===== src/rtl/adder_tree_pipe.sv =====
// Pipelined N-input signed adder tree with saturating output and an optional
// multi-beat accumulate mode for dot-product partial sums.
module adder_tree_pipe #(
  parameter int DWIDTH    = 32,
  parameter int FRAC      = 24,
  parameter int N_IN      = 4,
  parameter int ACC_GUARD = 8
) (
  input  logic                   clk,
  input  logic                   rst_n,
  input  logic                   in_valid,
  input  logic [N_IN*DWIDTH-1:0] in_data,
  input  logic                   acc_mode,
  input  logic                   in_last,
  output logic                   out_valid,
  output logic [DWIDTH-1:0]      out_data,
  output logic                   out_ovf
);

  localparam int S  = $clog2(N_IN);
  localparam int TW = DWIDTH + S;
  localparam int AW = TW + ACC_GUARD;
  localparam bit PARAMS_OK = (N_IN >= 2) && (N_IN <= 16) && (FRAC < DWIDTH);

  localparam logic signed [AW:0] DMAX = {{(AW+2-DWIDTH){1'b0}}, {(DWIDTH-1){1'b1}}};
  localparam logic signed [AW:0] DMIN = {{(AW+2-DWIDTH){1'b1}}, {(DWIDTH-1){1'b0}}};
  localparam logic signed [AW:0] AMAX = {2'b00, {(AW-1){1'b1}}};
  localparam logic signed [AW:0] AMIN = {2'b11, {(AW-1){1'b0}}};

  if (!PARAMS_OK) begin : g_illegal_params
  end

  typedef enum logic {IDLE = 1'b0, ACCUM = 1'b1} state_t;

  function automatic int n_at(input int k);
    int n;
    n = N_IN;
    for (int j = 0; j < k; j++) n = (n + 1) / 2;
    return n;
  endfunction

  function automatic logic signed [DWIDTH-1:0] sat_dw(input logic signed [AW:0] x);
    if (x > DMAX) return DMAX[DWIDTH-1:0];
    if (x < DMIN) return DMIN[DWIDTH-1:0];
    return x[DWIDTH-1:0];
  endfunction

  function automatic logic ovf_dw(input logic signed [AW:0] x);
    return (x > DMAX) || (x < DMIN);
  endfunction

  function automatic logic signed [AW-1:0] sat_aw(input logic signed [AW:0] x);
    if (x > AMAX) return AMAX[AW-1:0];
    if (x < AMIN) return AMIN[AW-1:0];
    return x[AW-1:0];
  endfunction

  function automatic logic ovf_aw(input logic signed [AW:0] x);
    return (x > AMAX) || (x < AMIN);
  endfunction

  // Every level is kept at the final tree width; bits above DWIDTH+k are sign copies.
  logic signed [TW-1:0] op_p0  [N_IN];
  logic signed [TW-1:0] tree_d [S][N_IN];
  logic signed [TW-1:0] tree_q [S][N_IN];
  logic [S-1:0] vld_d, vld_q, mode_d, mode_q, last_d, last_q;

  always_comb begin
    for (int i = 0; i < N_IN; i++) op_p0[i] = TW'($signed(in_data[i*DWIDTH +: DWIDTH]));
  end

  always_comb begin
    for (int j = 0; j < S; j++)
      for (int i = 0; i < N_IN; i++) tree_d[j][i] = '0;
    for (int i = 0; i < N_IN; i++) begin
      if (i < n_at(1)) begin
        if (2*i+1 < N_IN) tree_d[0][i] = op_p0[2*i] + op_p0[2*i+1];
        else              tree_d[0][i] = op_p0[2*i];
      end
    end
    for (int j = 1; j < S; j++) begin
      for (int i = 0; i < N_IN; i++) begin
        if (i < n_at(j+1)) begin
          if (2*i+1 < n_at(j)) tree_d[j][i] = tree_q[j-1][2*i] + tree_q[j-1][2*i+1];
          else                 tree_d[j][i] = tree_q[j-1][2*i];
        end
      end
    end
  end

  always_comb begin
    vld_d[0]  = in_valid;
    mode_d[0] = acc_mode;
    last_d[0] = in_last;
    for (int j = 1; j < S; j++) begin
      vld_d[j]  = vld_q[j-1];
      mode_d[j] = mode_q[j-1];
      last_d[j] = last_q[j-1];
    end
  end

  // ---- tree levels 1..S ----
  always_ff @(posedge clk or negedge rst_n) begin
    if (!rst_n) begin
      for (int j = 0; j < S; j++)
        for (int i = 0; i < N_IN; i++) tree_q[j][i] <= '0;
      vld_q  <= '0;
      mode_q <= '0;
      last_q <= '0;
    end else begin
      tree_q <= tree_d;
      vld_q  <= vld_d;
      mode_q <= mode_d;
      last_q <= last_d;
    end
  end

  // ---- output stage: saturation, accumulate FSM ----
  state_t                  state_d, state_q;
  logic signed [AW-1:0]    accum_d, accum_q;
  logic                    sticky_d, sticky_q;
  logic                    out_valid_d, out_valid_q, out_ovf_d, out_ovf_q;
  logic [DWIDTH-1:0]       out_data_d, out_data_q;
  logic                    beat_vld, beat_acc, beat_last, acc_clamp;
  logic signed [AW:0]      sum_x, acc_x, acc_new_x;
  logic signed [AW-1:0]    acc_new;

  always_comb begin
    beat_vld  = vld_q[S-1];
    beat_acc  = mode_q[S-1];
    beat_last = last_q[S-1];
    sum_x     = (AW+1)'(tree_q[S-1][0]);
    acc_x     = (AW+1)'(accum_q) + sum_x;
    acc_new   = sat_aw(acc_x);
    acc_clamp = ovf_aw(acc_x);
    acc_new_x = (AW+1)'(acc_new);
  end

  always_ff @(posedge clk or negedge rst_n) begin
    if (!rst_n) state_q <= IDLE;
    else        state_q <= state_d;
  end

  always_comb begin
    state_d = state_q;
    if (beat_vld && beat_acc) begin
      if (state_q == IDLE) state_d = beat_last ? IDLE : ACCUM;
      else if (beat_last)  state_d = IDLE;
    end
  end

  always_comb begin
    accum_d     = accum_q;
    sticky_d    = sticky_q;
    out_valid_d = 1'b0;
    out_data_d  = out_data_q;
    out_ovf_d   = out_ovf_q;
    if (beat_vld) begin
      // Pass beats and single-beat groups share the direct saturation path.
      if (!beat_acc || (state_q == IDLE && beat_last)) begin
        out_valid_d = 1'b1;
        out_data_d  = sat_dw(sum_x);
        out_ovf_d   = ovf_dw(sum_x);
      end
      if (beat_acc) begin
        if (state_q == IDLE) begin
          accum_d  = sum_x[AW-1:0];
          sticky_d = 1'b0;
        end else begin
          accum_d  = acc_new;
          sticky_d = sticky_q | acc_clamp;
          if (beat_last) begin
            out_valid_d = 1'b1;
            out_data_d  = sat_dw(acc_new_x);
            out_ovf_d   = sticky_q | acc_clamp | ovf_dw(acc_new_x);
          end
        end
      end
    end
  end

  always_ff @(posedge clk or negedge rst_n) begin
    if (!rst_n) begin
      accum_q     <= '0;
      sticky_q    <= 1'b0;
      out_valid_q <= 1'b0;
      out_data_q  <= '0;
      out_ovf_q   <= 1'b0;
    end else begin
      accum_q     <= accum_d;
      sticky_q    <= sticky_d;
      out_valid_q <= out_valid_d;
      out_data_q  <= out_data_d;
      out_ovf_q   <= out_ovf_d;
    end
  end

  assign out_valid = out_valid_q;
  assign out_data  = out_data_q;
  assign out_ovf   = out_ovf_q;

endmodule


===== config.mk =====
export PLATFORM = sky130hd
export DESIGN_NAME = adder_tree_pipe
export DESIGN_NICKNAME = d
export VERILOG_FILES = /design/src/rtl/adder_tree_pipe.sv
export SDC_FILE = /design/constraint.sdc
export NUM_CORES = 1
export LEC_CHECK = 0
export ABC_CLOCK_PERIOD_IN_PS = 5200
export BUFFER_PORTS_ARGS = -buffer_cell sky130_fd_sc_hd__buf_2
export CAP_MARGIN = 20
export CORE_MARGIN = 2
export CORE_UTILIZATION = 30
export CTS_BUF_LIST = sky130_fd_sc_hd__clkbuf_4
export CTS_CLUSTER_DIAMETER = 150
export DETAILED_ROUTE_END_ITERATION = 12
export PLACE_DENSITY = 0.5
export SYNTH_ARGS = -nofsm -noshare
export SYNTH_HDL_FRONTEND = slang
export SYNTH_SLANG_ARGS = --single-unit

===== constraint.sdc =====
create_clock -name clk -period 5.2 [get_ports clk]
set_input_delay 1.04 -clock clk [delete_from_list [all_inputs] [get_ports clk]]
set_output_delay 1.04 -clock clk [all_outputs]
set_load 0.01 [all_outputs]

# After elaboration in Yosys (flattened, before gate mapping)
# Cells that the tools add are included.
[totals]
register_bits = 184
in_bits = 133
output_inout_bits = 34
word_cells = 82
[op_classes]
add_sub_neg = 4
order_cmp = 6
n_mux = 49
bitwise = 3
reduce_logical = 8
[op_table]
columns = ["cell", "count"]
rows = [
  ["two-way mux 32 bit", 12],
  ["two-way mux 42 bit", 5],
  ["adder 32 x 32 -> 33 bit", 2],
  ["adder 42 x 34 -> 43 bit", 1],
  ["greater-than comparator 43 x 42 -> 1 bit, second input constant", 1],
  ["less-than comparator 43 x 42 -> 1 bit, second input constant", 1],
  ["greater-than comparator 42 x 32 -> 1 bit, second input constant", 1],
  ["less-than comparator 42 x 32 -> 1 bit, second input constant", 1],
  ["adder 33 x 33 -> 34 bit", 1],
  ["greater-than comparator 34 x 32 -> 1 bit, second input constant", 1],
  ["less-than comparator 34 x 32 -> 1 bit, second input constant", 1],
  ["two-way mux 1 bit", 32],
  ["logical OR 1 bit", 4],
  ["logical AND 1 bit", 2],
  ["bitwise OR 1 bit", 2],
  ["AND reduction 2 bit", 1],
  ["logical NOT 1 bit", 1],
  ["NOT 1 bit", 1],
]

# Depth between registers and ports, before layout
[logic_depth]
ltp_word = 22
mapped_depth = 16
ltp_nobuf = 14

# Worst setup path before layout
# OpenSTA, ideal clock, no wires.
[synth_timing]
path_kind = "input to register"
startpoint = "in in_data[64]"
endpoint = "reg, netlist name tree_q[236]"
setup_time_ps = 125
arrival_time_ps = 3850
setup_slack_ps = 1225
path_stages = 14
n_path_buf = 0
path_cell_list = "ha_1 inv_1 fa_1 nor2b_1 o21ai_1 a21bo_2 a2111oi_1 nor2_1 a2111oi_0 o31ai_1 a21oi_1 o41a_1 and4_1 o22ai_1"
[synth_lines]
columns = ["element", "line_no", "text"]
rows = [
  ["from (decl)", "12", "input logic [N_IN*DWIDTH-1:0] in_data,"],
]

# Worst setup path in the final report
[layout_timing]
startpoint = "reg tree_q (netlist bit sum_x[1])"
endpoint = "reg accum_q[34]"
[layout_via]
elab_chain_cells = 7
word_cells_on_any_way = 10
classes_between = "add/sub (1); order compare (2); mux (7)"
[layout_rtl]
columns = ["element", "line_no", "text"]
rows = [
  ["from (decl)", "65", "logic signed [TW-1:0] tree_q [S][N_IN];"],
  ["from (signal assigned)", "111", "tree_q <= tree_d;"],
  ["adder 42 x 34 -> 43 bit *", "133", "acc_x = (AW+1)'(accum_q) + sum_x;"],
  ["less-than comparator 43 x 42 -> 1 bit", "54", "if (x < AMIN) return AMIN[AW-1:0];"],
  ["two-way mux 1 bit (2 in series)", "54", ""],
  ["two-way mux 42 bit", "55", "return x[AW-1:0];"],
  ["two-way mux 42 bit *", "54", ""],
  ["two-way mux 42 bit *", "166", "if (state_q == IDLE) begin"],
  ["to (signal assigned)", "190", "accum_q <= accum_d;"],
  ["to (decl)", "120", "logic signed [AW-1:0] accum_d, accum_q;"],
]
# Every way passes the cells marked *; elsewhere a longest branch is shown, timed or not. The select of a mux whose other input is x is not followed.
# A chain may end at the register's enable or synchronous reset.

==> results.json <==
{
  "status": "complete, no violations",
  "critical-path-top-delay-family": "compound AO/OA/AOI/OAI gates",
  "cts_tree": "yes",
  "final_common_cell": "dfrtp_1",
  "path_max_fanout": 16,
  "seq_power_share": 0.229,
  "grt_pass1_vias": 12450,
  "clock_sinks": 184,
  "max-vdd-ir-drop_mv": 0.2218,
  "area_growth_pct": 13.13,
  "grt_pass1_wl_um": 65640,
  "grt-busiest-layer": "met2",
  "start_util": 0.3032,
  "netlist_area_um2": 14080,
  "critPathBufInv": 0,
  "cts_made_buffers": 17,
  "io_pins": 167,
  "comb_power_share": 0.685,
  "fin_setup_tns_ns": 0,
  "skew_ns": 0.02471,
  "layout.nets": 2006,
  "final_antenna_net_count": 0,
  "critical_path.endpoint_type": "register",
  "placed_area_um2": 15620,
  "antenna_found_initial": 1,
  "post-route-util": 0.3430,
  "drive_above_1_share": 0.1406,
  "path_class": "register to register",
  "dr.first_iter.drc_count": 595,
  "min_path_type": "register to register",
  "worst_pin_slew_ns": 1.042,
  "synth_enable_flop_cells": 0,
  "yosys_warnings": 0,
  "clock_latency_ns": 0.65,
  "async_flop_share": 1.000,
  "htreeDepth": 4,
  "yosysSeqAreaShare": 0.3269,
  "slew_violations": 0,
  "multi_input_area_um2": 9076,
  "dieHeight_um": 220.7,
  "slowest_delay_ns": 0.55,
  "slew_headroom": 0.3056,
  "hold_start": "vld_q[0]$_DFF_PN0_",
  "synth_fp_nets": 1857,
  "hpwl_um": 31160,
  "dp.cells": 2318,
  "vias": 12190,
  "final_cell_mix": "183 x dfrtp_1, 165 x buf_2, 156 x a21oi_1",
  "path_cells": "ha_1, a211oi_1, o21ai_1, and4_4, o31a_1, o21a_1, or2_1, a21oi_4, mux2_2, nor2_1, o21ai_0, a22o_1",
  "sw_frac_of_total": 0.5063,
  "max_freq_mhz": 237.4,
  "ctsHoldBuffers": 0,
  "syn_inst": 1581,
  "dieArea_um2": 48700,
  "place_congestion": 0.8849,
  "r2r_start": "sum_x[1]$_DFF_PN0_",
  "drt_pass1_iterations": 7,
  "power.leakage_nw": 7.175,
  "path_clk_slew_ns": 0.16,
  "period_share": 0.8101,
  "final_cells": 2351,
  "cts-root-buf": "clkbuf_4",
  "setup_violations": 0,
  "synth_top_flop_cell": "dfrtp_1",
  "grt.overflow.total": 0,
  "hold_viol": 0,
  "p_int_w": 0.005130,
  "grt_usage": 0.1700,
  "wl_per_cell_um": 17.24,
  "cap_violations": 0,
  "fin_crit_ns": 4.212,
  "dieWidth_um": 220.7,
  "coreArea_um2": 46460,
  "synth-seq-cells": 184,
  "register_area_um2": 4606,
  "postRouteWirelength_um": 40530,
  "post_cts_buffers": 0,
  "detail_route.vias_per_cell": 5.184,
  "grt_max_degree": 105,
  "crit_path_top_delay_cell": "mux2_2",
  "netSwitchingPower_w": 0.005261,
  "nFillCells": 4866,
  "io_buffer_count": 166,
  "synth.avg_cell_area_um2": 8.909,
  "rsz0062_at_grt": "no",
  "synth.distinct_cells": 84,
  "crit_required_ns": 5.75,
  "clockPowerShare": 0.086,
  "powerDensity_nw_per_um2": 652.2,
  "ctsResizeCount": 0,
  "fin_area_um2": 15930,
  "critPathLaunchType": "register",
  "use_met2": 0.2868,
  "cp-startpoint": "sum_x[1]$_DFF_PN0_",
  "use_met3": 0.02557,
  "drc": 0,
  "clockBufferDepth": 2,
  "critical_path_arrival_ns": 4.76,
  "use_met1": 0.2281,
  "row_count": 79
}
-- through the flow --
stage	hold WS (ns)	power, W	setup WS [ns]
after floorplan	0.3312	0.007575	1.225
after global placement	0.3363	0.009511	0.4260
after detailed placement	0.3394	0.009519	0.3938
after CTS	0.3783	0.01048	0.9420
after global routing	0.3839	0.01139	0.6590
final	0.3748	0.01039	0.9875
-- flip-flops by register name, indices dropped and copies added (netlist names) --
| register | cells |
|---|---|
| tree_q | 66 |
| accum_q | 42 |
| sum_x | 34 |
| out_data | 32 |
| last_q | 2 |
| mode_q | 2 |
| vld_q | 2 |
| out_ovf | 1 |
| out_valid | 1 |
| state_q | 1 |
| sticky_q | 1 |
-- cell families (layout without fill, tap and decap cells) --
group | after synthesis | in the layout | synth area share
AND/OR/NAND/NOR | 393 | 393 | 0.1325
adder cells (fa/ha/maj) | 143 | 143 | 0.1292
buffers and inverters | 103 | 265 | 0.02932
AO/OA/AOI/OAI | 631 | 631 | 0.3015
XOR/XNOR | 117 | 117 | 0.07329
multiplexers | 10 | 10 | 0.007284
other | 0 | 1 | 0
flip-flops | 184 | 184 | 0.3269
-- cell type report --
| class | instances | area share |
|---|---|---|
| inverters | 50 | 0.01178 |
| clock buffers | 17 | 0.008009 |
| clock inverters | 15 | 0.01146 |
| diodes | 1 | 0.0001570 |
| repair buffers | 183 | 0.06227 |
| multi-input cells | 1294 | 0.5696 |
| flip-flops and latches | 184 | 0.2890 |
| well taps | 607 | 0.04766 |
-- cell usage after synthesis (4+ instances only) --
master       n  area [µm²]
and2_1      15       93.84
buf_2       12       60.06
a21boi_0     6       45.04
o21ai_0     88       440.4
o22ai_1     31       193.9
or2_2        5       31.28
xnor2_1     86       753.2
and3_1      14       87.58
dfrtp_1    184        4604
nor4_1       5       31.28
o2bb2ai_1   25       219.0
a211o_1      7       61.31
o2111ai_1    5       43.79
xor2_1      30       262.8
nand3_1     22       110.1
a22o_1       7       61.31
a21oi_1    156       780.8
a211oi_1    36       270.3
a21o_1      70       525.5
o21bai_1    22       165.2
nand4_1     15       93.84
clkbuf_1    38       142.6
o211ai_1    12       90.09
o21ai_1     11       55.05
fa_1         4       80.08
o21a_1      87       653.1
inv_1       50       187.7
mux2i_1      8       80.08
nand2b_1    23       143.9
o31ai_1      5       37.54
o41ai_1      4       35.03
nor3_1      24       120.1
nand2_1     97       364.1
nor2b_1     16       100.1
ha_1       139        1739
nor2_1     139       521.8
a31oi_1     13       81.33
-- power by group through the flow --
stage / Sequential, W / Combinational [W] / Clock [W]
finish: 0.00238 / 0.00712 / 0.000889
global route: 0.00245 / 0.00795 / 0.000994
CTS: 0.00239 / 0.00716 / 0.000933
detailed placement: 0.00242 / 0.00710 / 0
global placement: 0.00242 / 0.00709 / 0
floorplan: 0.00230 / 0.00528 / 0
-- worst paths after layout --
kind / slack (ns) / endpoint / cells past startpoint
hold / removal: 0.37 / vld_q[1]$_DFF_PN0_ / 0
min in group asynchronous: 0.44 / accum_q[8]$_DFFE_PN0P_ / 1
hold reg to reg: 0.37 / vld_q[1]$_DFF_PN0_ / 0
setup / recovery: 0.99 / accum_q[34]$_DFFE_PN0P_ / 12
max in group asynchronous: 3.78 / tree_q[225]$_DFF_PN0_ / 2
setup reg to reg: 0.99 / accum_q[34]$_DFFE_PN0P_ / 12
-- routing by layer --
layer,wire [µm],part of all wire
met1,19760,0.49
met2,18730,0.46
met3,1493,0.037
met4,536,0.013
met5,0,0
No activity file was read; power rests on OpenSTA's default activity.
